==> src/rtl/axis_step_scheduler.sv <==
// Round-robin scheduler sharing one step/dir driver channel between the theta and phi axes.
// Emits timed step pulses and keeps a wrapping position count per axis.
module axis_step_scheduler #(
  parameter int DIR_SETUP = 2,
  parameter int PULSE_W   = 4,
  parameter int STEP_GAP  = 16,
  parameter int CNT_W     = 16
) (
  input  logic             clk,
  input  logic             rst,
  input  logic             enable,
  input  logic             theta_pos,
  input  logic             theta_neg,
  input  logic             phi_pos,
  input  logic             phi_neg,
  output logic             step,
  output logic             dir,
  output logic             axis_sel,
  output logic             busy,
  output logic             fault,
  output logic [CNT_W-1:0] theta_cnt,
  output logic [CNT_W-1:0] phi_cnt
);

  localparam int TMAX_A = (DIR_SETUP > PULSE_W) ? DIR_SETUP : PULSE_W;
  localparam int TMAX   = (TMAX_A > STEP_GAP) ? TMAX_A : STEP_GAP;
  localparam int TW     = $clog2(TMAX + 1);

  typedef enum logic [1:0] {
    IDLE  = 2'd0,
    SETUP = 2'd1,
    PULSE = 2'd2,
    GAP   = 2'd3
  } state_t;

  state_t           state_r;
  state_t           state_s;
  logic [TW-1:0]    timer_r;
  logic [TW-1:0]    timer_s;
  logic             last_axis_r;
  logic             grant_s;
  logic             grant_axis_s;
  logic             grant_dir_s;
  logic             cnt_upd_s;
  logic             theta_v_s;
  logic             phi_v_s;
  logic [CNT_W-1:0] delta_s;

  logic             step_r;
  logic             dir_r;
  logic             axis_sel_r;
  logic             busy_r;
  logic             fault_r;
  logic [CNT_W-1:0] theta_cnt_r;
  logic [CNT_W-1:0] phi_cnt_r;

  // A conflicting pos+neg pair never counts as a request.
  assign theta_v_s = theta_pos ^ theta_neg;
  assign phi_v_s   = phi_pos ^ phi_neg;
  assign delta_s   = dir_r ? {{(CNT_W-1){1'b0}}, 1'b1} : {CNT_W{1'b1}};

  // Next-state, arbitration and phase timing.
  always_comb begin
    state_s      = state_r;
    timer_s      = timer_r;
    grant_s      = 1'b0;
    grant_axis_s = last_axis_r;
    grant_dir_s  = 1'b0;
    cnt_upd_s    = 1'b0;
    case (state_r)
      IDLE: begin
        if (enable && (theta_v_s || phi_v_s)) begin
          grant_s = 1'b1;
          if (theta_v_s && phi_v_s) begin
            grant_axis_s = ~last_axis_r;
          end else if (phi_v_s) begin
            grant_axis_s = 1'b1;
          end else begin
            grant_axis_s = 1'b0;
          end
          grant_dir_s = grant_axis_s ? phi_pos : theta_pos;
          state_s     = SETUP;
          timer_s     = '0;
        end else begin
          state_s = IDLE;
          timer_s = '0;
        end
      end
      SETUP: begin
        if (timer_r == TW'(DIR_SETUP - 1)) begin
          state_s = PULSE;
          timer_s = '0;
        end else begin
          timer_s = timer_r + {{(TW-1){1'b0}}, 1'b1};
        end
      end
      PULSE: begin
        if (timer_r == TW'(PULSE_W - 1)) begin
          state_s   = GAP;
          timer_s   = '0;
          cnt_upd_s = 1'b1;
        end else begin
          timer_s = timer_r + {{(TW-1){1'b0}}, 1'b1};
        end
      end
      GAP: begin
        if (timer_r == TW'(STEP_GAP - 1)) begin
          state_s = IDLE;
          timer_s = '0;
        end else begin
          timer_s = timer_r + {{(TW-1){1'b0}}, 1'b1};
        end
      end
      default: begin
        state_s = IDLE;
        timer_s = '0;
      end
    endcase
  end

  // State, latched grant, registered outputs and position counters.
  always_ff @(posedge clk or posedge rst) begin
    if (rst) begin
      state_r     <= IDLE;
      timer_r     <= '0;
      last_axis_r <= 1'b1;
      step_r      <= 1'b0;
      dir_r       <= 1'b0;
      axis_sel_r  <= 1'b0;
      busy_r      <= 1'b0;
      fault_r     <= 1'b0;
      theta_cnt_r <= '0;
      phi_cnt_r   <= '0;
    end else begin
      state_r <= state_s;
      timer_r <= timer_s;
      step_r  <= (state_s == PULSE);
      busy_r  <= (state_s != IDLE);
      fault_r <= (theta_pos & theta_neg) | (phi_pos & phi_neg);
      if (grant_s) begin
        axis_sel_r  <= grant_axis_s;
        dir_r       <= grant_dir_s;
        last_axis_r <= grant_axis_s;
      end
      if (cnt_upd_s && !axis_sel_r) begin
        theta_cnt_r <= theta_cnt_r + delta_s;
      end
      if (cnt_upd_s && axis_sel_r) begin
        phi_cnt_r <= phi_cnt_r + delta_s;
      end
    end
  end

  assign step      = step_r;
  assign dir       = dir_r;
  assign axis_sel  = axis_sel_r;
  assign busy      = busy_r;
  assign fault     = fault_r;
  assign theta_cnt = theta_cnt_r;
  assign phi_cnt   = phi_cnt_r;

endmodule
==> config.mk <==
export PLATFORM = sky130hd
export DESIGN_NAME = axis_step_scheduler
export DESIGN_NICKNAME = d
export VERILOG_FILES = /design/src/rtl/axis_step_scheduler.sv
export SDC_FILE = /design/constraint.sdc
export NUM_CORES = 1
export LEC_CHECK = 0
export BUFFER_PORTS_ARGS = -buffer_cell sky130_fd_sc_hd__buf_2
export CAP_MARGIN = 20
export CORE_UTILIZATION = 40
export CTS_BUF_LIST = sky130_fd_sc_hd__clkbuf_8
export CTS_CLUSTER_DIAMETER = 30
export DETAILED_ROUTE_END_ITERATION = 8
export GPL_TIMING_DRIVEN = 0
export PLACE_DENSITY = 0.7
export SKIP_LAST_GASP = 1
export SLEW_MARGIN = 20
export SYNTH_ARGS = -nofsm -noshare
export SYNTH_HDL_FRONTEND = slang
export SYNTH_SLANG_ARGS = --single-unit
==> constraint.sdc <==
create_clock -name clk -period 8.9 [get_ports clk]
set_clock_uncertainty 0.05 [all_clocks]
set_input_delay 1.78 -clock clk [delete_from_list [all_inputs] [get_ports clk]]
set_output_delay 1.78 -clock clk [all_outputs]
set_load 0.02 [all_outputs]
==> results_dict.tcl, run 1 <==
set metrics [dict create \
    drc 0 \
    met1_length_mm 3.67 \
    drv_slew 0 \
    setup_ws_ps 5520 \
    syn_avg_cell_area_um2 8.59 \
    endpoint_kind "flip-flop" \
    leakagePower_nw 1.81 \
    vias 3011 \
    worstPathArrival_ps 3540 \
    cts_resized 0 \
    vias_per_cell 5.53 \
    ys.flop_type "dfrtp_1" \
    core_area_um2 7890 \
    maxCapViolCount 0 \
    drt_iter0_drc 141 \
    syn_nets 432 \
    synth_top_cell_by_area "dfrtp_1" \
    start_util_pct 42.4 \
    place_ws_ps 5480 \
    async_flop_share_pct 100 \
    hp-class "flip-flop to flip-flop" \
    dr.pass1.iters 4 \
    area_delta_synth_final_pct 14.0 \
    rows 32 \
    path_cells "clkbuf_1 > inv_1 > buf_8 > ha_1 > nor2b_1 > o31ai_1 > a211oi_1 > o21a_1 > o21a_1 > o31ai_1" \
    grt_overflow 0 \
    period_needed_ps 3380 \
    outcome "finished clean" \
    wl_met3_um 273 \
    synth_area_um2 3340 \
    met2WireLength_mm 3.51 \
    crit_start "dir" \
    cts_buffers 5 \
    die_h_um 93.4 \
    cts_setup_buffers 0 \
    seq_area_frac_synth_pct 33.7 \
    max_stage_delay_ps 490 \
    start_kind "flip-flop" \
    reg2reg_depth 10 \
    final_nets 484 \
    globalRouteTotalUtil_pct 18.6 \
    clk_transition_reported_paths_ps 90 \
    power_density_nw_per_um2 400 \
    die_area_um2 8730 \
    hpwl_mm 5.72 \
    multi_input_area_um2 2100 \
    numPortBuffers 43 \
    seqCellArea_um2 1130 \
    synth_cells 389 \
    rsz0062_at_grt "no" \
    fill_cells 783 \
    whs_ps 445 \
    wl_per_cell_um 13.9 \
    synth_top_area_share_pct 32.9 \
    cts_tree "done" \
    synth_cell_types 48 \
    worst_skew_pair.late_latency_ps 310 \
    min_period_over_period_pct 38.0 \
    path_max_fanout 20 \
    top_layer "met4" \
    critPathCapture "phi_cnt[10]" \
    r2r_setup_slack_ps 5520 \
    clock_path_buffers 2 \
    antenna_found_initial 0 \
    r2r-end "phi_cnt[10]" \
    setup_tns_ps 0 \
    slew_headroom_pct 57.3 \
    grt_start_max_net_pins 31 \
    crit_type "flip-flop to flip-flop" \
    max_slew.worst_pin.slew_ps 633 \
    io_pins 44 \
    grt_pass1_vias 2868 \
    htreeDepth 2 \
    worstPathRequired_ps 9070 \
    cts_hold_buf 0 \
    gp_congestion 0.908 \
    final-hold-violation-count 0 \
    synth-edff-count 0 \
    root_buffer "clkbuf_8" \
    drive_above_1_share_pct 12.9 \
    cts.sinks 45 \
    grt_pass1_wl_mm 13.0 \
    yosys_warnings 0 \
    synth.area.top_cells "dfrtp_1 (33%), ha_1 (13%), o21ai_0 (6.4%)" \
    power_mw 1.52 \
    vdd.ir_drop.worst_mv 0.119 \
    max_freq_ghz 0.296 \
    wl_mm 7.56 \
    r2r-start "dir" \
    antenna_cells 0 \
    ys_ff_latch 45 \
    setup_violations 0 \
    ant_nets 0 \
    die_w_um 93.4 \
    slowest_stage "dfrtp_1" \
]
## worst min path at each step
stage / from / endpoint / slack, ps / cells after the start
4_1_cts: timer_r[0] / timer_r[0] / 450 / 1
5_1_grt: timer_r[0] / timer_r[0] / 480 / 1
3_3_place_gp: timer_r[0] / timer_r[0] / 430 / 1
6_report: timer_r[0] / timer_r[0] / 450 / 1
2_1_floorplan: timer_r[0] / timer_r[0] / 410 / 1
3_5_place_dp: timer_r[0] / timer_r[0] / 440 / 1
## cell families after synthesis
| logic type | Yosys count | share of synthesized area [%] |
|---|---|---|
| flops | 45 | 33.7 |
| fa+ha+maj | 36 | 13.9 |
| simple gates | 125 | 18.4 |
| compound gates | 131 | 24.8 |
| buf+inv | 30 | 3.37 |
| mux | 1 | 0.299 |
| xor+xnor | 21 | 5.50 |
## critical path, delay by kind of cell, from the launching register on
kind	cells	cell delay [ps]
simple gates	1	160
fa+ha+maj	1	350
flops	1	490
compound gates	5	1250
buf+inv	3	980
## synth_stat cells (all sizes together) (9+ instances only)
| cell type | instances |
|---|---|
| a211oi | 12 |
| a21oi | 22 |
| nor2 | 22 |
| inv | 15 |
| a21o | 9 |
| o31ai | 11 |
| o21ai | 43 |
| nand2 | 53 |
| ha | 34 |
| o21a | 11 |
| dfrtp | 44 |
| clkbuf | 15 |
| xor2 | 13 |
## where the power goes
group	switching [mW]	total [mW]	leakage [nW]	internal [mW]
clock network	0.0725	0.134	0.0538	0.0613
logic	0.620	1.03	1.20	0.406
registers	0.0778	0.365	0.558	0.287
## placed cells by master (no fill, tap or decap), types with 12 or more instances in the layout
cell type / n
nand2_1: 53
dfrtp_1: 44
o21ai_0: 43
buf_2: 43
ha_1: 34
a21oi_1: 22
nor2_1: 22
inv_1: 16
clkbuf_1: 15
xor2_1: 13
a211oi_1: 12
## sequential cells by signal, summed over array words and instances (netlist names)
register and flops:
axis_sel 1, busy 1, dir 1, fault 1, last_axis_r 1, phi_cnt 16
state_r 2, step 1, theta_cnt 16, timer_r 5
## through the flow
stage	util, %	cell area [µm²]	instances
CTS	48.3	3810	544
finish	48.3	3810	544
detailed placement	47.2	3720	536
floorplan	-	3340	389
global placement	46.7	3690	534
global route	48.3	3810	544
## routing by layer
layer | global-route usage (%) | vias up
met5 | 0 | -
met4 | 6.79 | 0
met3 | 3.09 | 11
met2 | 29.4 | 64
met1 | 25.4 | 1406
li1 | - | 1530
## final cells by class
class,count,share of cell area (%)
Buffer,15,1.48
Timing Repair Buffer,45,6.57
Clock inverter,2,0.197
Inverter,15,1.48
Tap cell,102,3.35
Multi-Input combinational cell,314,55.2
Sequential cell,45,29.6
Clock buffer,6,2.17
No activity file was read; power rests on OpenSTA's default activity.
==> run 2: changes to the inputs <==
==> constraint.sdc (replaced) <==
create_clock -name clk -period 3.31 [get_ports clk]
set_clock_uncertainty 0.05 [all_clocks]
set_input_delay 0.662 -clock clk [delete_from_list [all_inputs] [get_ports clk]]
set_output_delay 0.662 -clock clk [all_outputs]
set_load 0.02 [all_outputs]
==> run 2 against run 1 <==
Effect of this change:
- critical path depth grew 1
- register-to-register slack lost 5200 ps
- clock-buffer cell count is the same
- combinational power grew to 2.7 times the previous value
- setup slack lost 5200 ps
- first-iteration DRC count is the same
- total power grew to 2.7 times the previous value
- maximum frequency grew 11%
- wire length grew 0.28%
- global-route usage is the same
- critical path type unchanged
- largest cell class unchanged
==> results_dict.tcl, run 2 (synthesized netlist as in run 1, its figures left out) <==
set metrics [dict create \
    outcome "finished clean" \
    core_area_um2 7890 \
    globalRouteTotalUtil_pct 18.6 \
    setup_tns_ps 0 \
    max_freq_ghz 0.329 \
    clk_transition_reported_paths_ps 90 \
    endpoint_kind "flip-flop" \
    place_ws_ps -108 \
    setup_ws_ps 272 \
    hp-class "input pin to asynchronous set/reset pin" \
    wl_mm 7.59 \
    die_h_um 93.4 \
    vias_per_cell 5.54 \
    numPortBuffers 43 \
    clock_path_buffers 2 \
    die_area_um2 8730 \
    finalNonFillerCells 544 \
    whs_ps 261 \
    cts_tree "done" \
    layout_commonest_cell "nand2_1" \
    rsz0062_at_grt "no" \
    ant_nets 0 \
    slew_headroom_pct 62.6 \
    fill_cells 779 \
    p_comb_share_pct 67.4 \
    grt_overflow 0 \
    r2r-start "dir" \
    max_stage_delay_ps 480 \
    worstPathArrival_ps 3160 \
    drive_above_1_share_pct 13.3 \
    min_period_over_period_pct 91.8 \
    hpwl_mm 5.72 \
    maxCapViolCount 0 \
    start_kind "flip-flop" \
    p_sw_mw 2.08 \
    max_slew.worst_pin.slew_ps 561 \
    die_w_um 93.4 \
    cts_setup_buffers 0 \
    area_delta_synth_final_pct 14.2 \
    slowest_stage "dfrtp_1" \
    rows 32 \
    grt_pass1_wl_mm 13.0 \
    drt_iter0_drc 141 \
    power_mw 4.12 \
    wl_per_cell_um 13.9 \
    layout_common_cells "nand2_1 (53), dfrtp_1 (44), buf_2 (43)" \
    vdd.ir_drop.worst_mv 0.322 \
    cts_hold_buf 0 \
    cts.sinks 45 \
    postPlaceCellArea_um2 3720 \
    htreeDepth 2 \
    setup_violations 0 \
    fin_area_um2 3820 \
    grt_start_max_net_pins 31 \
    final_nets 484 \
    power.share.clock_pct 8.8 \
    power_density_nw_per_um2 1080 \
    leakagePower_nw 1.81 \
    path_max_fanout 20 \
    crit_start "dir" \
    start_util_pct 42.4 \
    final-hold-violation-count 0 \
    cts_buffers 5 \
    path_cells "clkbuf_2 > inv_1 > buf_8 > ha_1 > clkbuf_1 > o21a_1 > a21oi_1 > o21a_1 > nor4_1 > nor4_1 > nand3_1" \
    p_int_mw 2.03 \
    crit_type "flip-flop to flip-flop" \
    antenna_cells 0 \
    vias 3013 \
    dr.pass1.iters 4 \
    worstPathRequired_ps 3440 \
    io_pins 44 \
    sequentialPowerShare_pct 23.8 \
    root_buffer "clkbuf_8" \
    swShare_pct 50.6 \
    gp_congestion 0.908 \
    antenna_found_initial 0 \
    drv_slew 0 \
    grt_pass1_vias 2868 \
    postLayoutCoreUtil_pct 48.4 \
    worst_skew_pair.late_latency_ps 310 \
    r2r_setup_slack_ps 270 \
    drc 0 \
    period_needed_ps 3040 \
    dp.cells 536 \
]
==> run 2: cell types whose count changed in the layout (fill, tap and decap cells not counted) <==
cell | before | now
a21boi_0 | 3 | 2
a21boi_1 | 0 | 1
clkbuf_1 | 15 | 14
clkbuf_2 | 0 | 1
o21ai_0 | 43 | 42
o21ai_1 | 0 | 1
o31ai_1 | 11 | 10
o31ai_2 | 0 | 1
==> run 2: repair_timing <==
action | in CTS | in global routing
resized for setup | 1 | 3
setup endpoints to repair | 8 | 9
gates cloned | 0 | 0
==> run 2: critical path: cells and delay by family (launching register included) <==
family / cells / cell delay [ps]
flip-flops: 1 / 480
AND/OR/NAND/NOR: 3 / 480
AO/OA/AOI/OAI: 3 / 600
adder cells (fa/ha/maj): 1 / 250
buffers and inverters: 4 / 1050
==> run 2: worst paths after layout <==
kind | endpoint | depth (start not counted)
worst max-delay path | phi_cnt[15] | 11
worst min-delay path | theta_cnt[8] | 2
worst max register to register | phi_cnt[15] | 11
worst min register to register | timer_r[0] | 1
max in group asynchronous | last_axis_r | 3
min in group clk | timer_r[0] | 1
==> run 2: routing by layer <==
layer,share of wire [%],global-route usage [%],wire length [µm]
met4,1.5,6.79,116
met2,46,29.4,3520
met1,48,25.4,3670
met5,0,0,0
met3,3.7,3.09,278
==> run 2: power groups by stage <==
stage          sequential, mW  combinational, mW  clock (mW)
2_1_floorplan            1.18               1.91           0
3_3_place_gp            0.991               2.67           0
3_5_place_dp            0.998               2.75           0
4_1_cts                 0.987               2.76       0.376
5_1_grt                  1.02               3.14       0.392
6_report                0.981               2.77       0.361
==> run 2: cell type report <==
| type | count | area, µm² | share of cell area (%) |
|---|---|---|---|
| clock inverters | 2 | 7.51 | 0.197 |
| well taps | 102 | 128 | 3.34 |
| multi-input cells | 314 | 2110 | 55.2 |
| flip-flops and latches | 45 | 1130 | 29.5 |
| inverters | 15 | 56.3 | 1.47 |
| repair buffers | 45 | 250 | 6.56 |
| clock buffers | 6 | 82.6 | 2.16 |
| plain buffers | 15 | 57.6 | 1.51 |
==> run 3: changes to the inputs <==
--- a/config.mk
+++ b/config.mk
@@ -6,13 +6,14 @@
 export NUM_CORES = 1
 export LEC_CHECK = 0
 export BUFFER_PORTS_ARGS = -buffer_cell sky130_fd_sc_hd__buf_2
-export CAP_MARGIN = 20
+export CAP_MARGIN = 30
 export CORE_UTILIZATION = 40
 export CTS_BUF_LIST = sky130_fd_sc_hd__clkbuf_8
 export CTS_CLUSTER_DIAMETER = 30
 export DETAILED_ROUTE_END_ITERATION = 8
 export GPL_TIMING_DRIVEN = 0
 export PLACE_DENSITY = 0.7
+export REMOVE_ABC_BUFFERS = 1
 export SKIP_LAST_GASP = 1
 export SLEW_MARGIN = 20
 export SYNTH_ARGS = -nofsm -noshare
==> run 3 against run 2 <==
Effect of this change:
- global-route usage is 1.1 points lower
- wire length is 3.7% lower
- clock-buffer cell count is 1 higher
- sequential cell count stayed put
- hold slack better by 31 ps
- sequential power hardly changed
- maximum frequency is 4.1% higher
- critical path depth is 2 lower
- via count is 2.3% lower
- cell area is 0.29% higher
- critical path type unchanged
- largest cell class unchanged
==> results_dict.tcl, run 3 (synthesized netlist as in run 1, its figures left out) <==
set metrics [dict create \
    postPlaceCellArea_um2 3690 \
    numPortBuffers 43 \
    drv_slew 0 \
    vias 2945 \
    power_density_nw_per_um2 1090 \
    start_kind "flip-flop" \
    worstPathArrival_ps 3090 \
    multi_input_area_um2 2100 \
    max_slew.worst_pin.slew_ps 800 \
    ant_nets 0 \
    cts_buffers 5 \
    drive_above_1_share_pct 15.3 \
    area_delta_synth_final_pct 14.5 \
    setup_violations 0 \
    place_ws_ps -108 \
    die_area_um2 8730 \
    cts.sinks 45 \
    root_buffer "clkbuf_8" \
    fill_cells 753 \
    rows 32 \
    io_pins 44 \
    vdd.ir_drop.worst_mv 0.356 \
    wl_per_cell_um 13.7 \
    path_max_fanout 16 \
    grt_pass1_wl_mm 12.4 \
    start_util_pct 42.4 \
    seqCellArea_um2 1130 \
    htreeDepth 2 \
    critPathCapture "theta_cnt[13]" \
    hp-class "input pin to asynchronous set/reset pin" \
    core_area_um2 7890 \
    gp_congestion 0.810 \
    clk_transition_reported_paths_ps 90 \
    outcome "finished clean" \
    final-hold-violation-count 0 \
    crit_type "flip-flop to flip-flop" \
    dp.cells 522 \
    crit_start "dir" \
    clock_path_buffers 2 \
    grt_overflow 0 \
    cts_tree "done" \
    worst_skew_pair.late_latency_ps 300 \
    grt_start_max_net_pins 35 \
    rsz0062_at_grt "no" \
    dr.pass1.iters 4 \
    vias_per_cell 5.51 \
    worstPathRequired_ps 3480 \
    layout_common_cells "nand2_1 (53), o21ai_0 (43), dfrtp_1 (43), buf_2 (43), ha_1 (34)" \
    antenna_found_initial 0 \
    max_freq_ghz 0.343 \
    slew_headroom_pct 46.5 \
    fin_area_um2 3830 \
    setup_ws_ps 392 \
    r2r_setup_slack_ps 390 \
    endpoint_kind "flip-flop" \
    grt_pass1_vias 2744 \
    layout_commonest_cell "nand2_1" \
    globalRouteTotalUtil_pct 17.5 \
    hpwl_mm 5.40 \
    period_needed_ps 2920 \
    antenna_cells 0 \
    drc 0 \
    r2r-start "dir" \
    cts_hold_buf 0 \
    min_period_over_period_pct 88.2 \
    maxCapViolCount 0 \
    r2r-end "theta_cnt[13]" \
    leakagePower_nw 1.82 \
    die_h_um 93.4 \
    wl_mm 7.31 \
    final_nets 474 \
    die_w_um 93.4 \
    whs_ps 292 \
    reg2reg_depth 9 \
    drt_iter0_drc 103 \
    finalNonFillerCells 534 \
]
==> run 3: area by class of cell <==
class	instances	share of cell area [%]
clock buffer	7	2.52
clock inverter	1	0.131
inverter	15	1.57
multi-input combinational	314	54.9
sequential	45	29.5
tap	102	3.33
timing repair buffer	50	8.04
==> run 3: critical path, cell delays in order, from the launching register on <==
cell and delay [ps]:
dfrtp_2 580, clkinvlp_4 210, buf_16 190, ha_1 350
a2111oi_0 400, o21ai_0 230, a21oi_1 390, o21ai_0 160
xnor2_1 140, o21ai_0 130
==> run 3: how the worst min path moves through the flow <==
stage,from,endpoint,slack (ps),cells after the start
3_3_place_gp,timer_r[0],timer_r[0],430,1
2_1_floorplan,timer_r[0],timer_r[0],410,1
4_1_cts,rst,theta_cnt[7],310,2
5_1_grt,rst,theta_cnt[7],320,2
3_5_place_dp,theta_cnt[4],theta_cnt[4],450,1
6_report,rst,theta_cnt[7],290,2
==> run 3: power by group <==
| group | switching, mW | internal (mW) |
|---|---|---|
| clock network | 0.198 | 0.189 |
| logic | 1.64 | 1.15 |
| registers | 0.238 | 0.773 |
| total | 2.08 | 2.11 |
==> run 3: metal layers <==
layer | vias up | wire length (µm) | GRT usage (%)
met3 | 11 | 296 | 3.25
li1 | 1499 | - | -
met1 | 1380 | 3610 | 23.4
met2 | 55 | 3300 | 28.5
met4 | 0 | 99 | 5.64
met5 | - | 0 | 0
==> run 3: per-stage QoR <==
step                      util (%)  power (mW)  setup TNS, ps
after floorplan                  -        3.08              0
after global placement        46.0        3.63          -1700
after detailed placement      46.8        3.75           -250
after CTS                     48.5        4.18              0
after global routing          48.5        4.60              0
final                         48.5        4.19              0
==> run 3: timing repair <==
item	CTS	global route
endpoints found under the setup margin	3	9
setup buffers	4	0
gates resized for setup	1	1
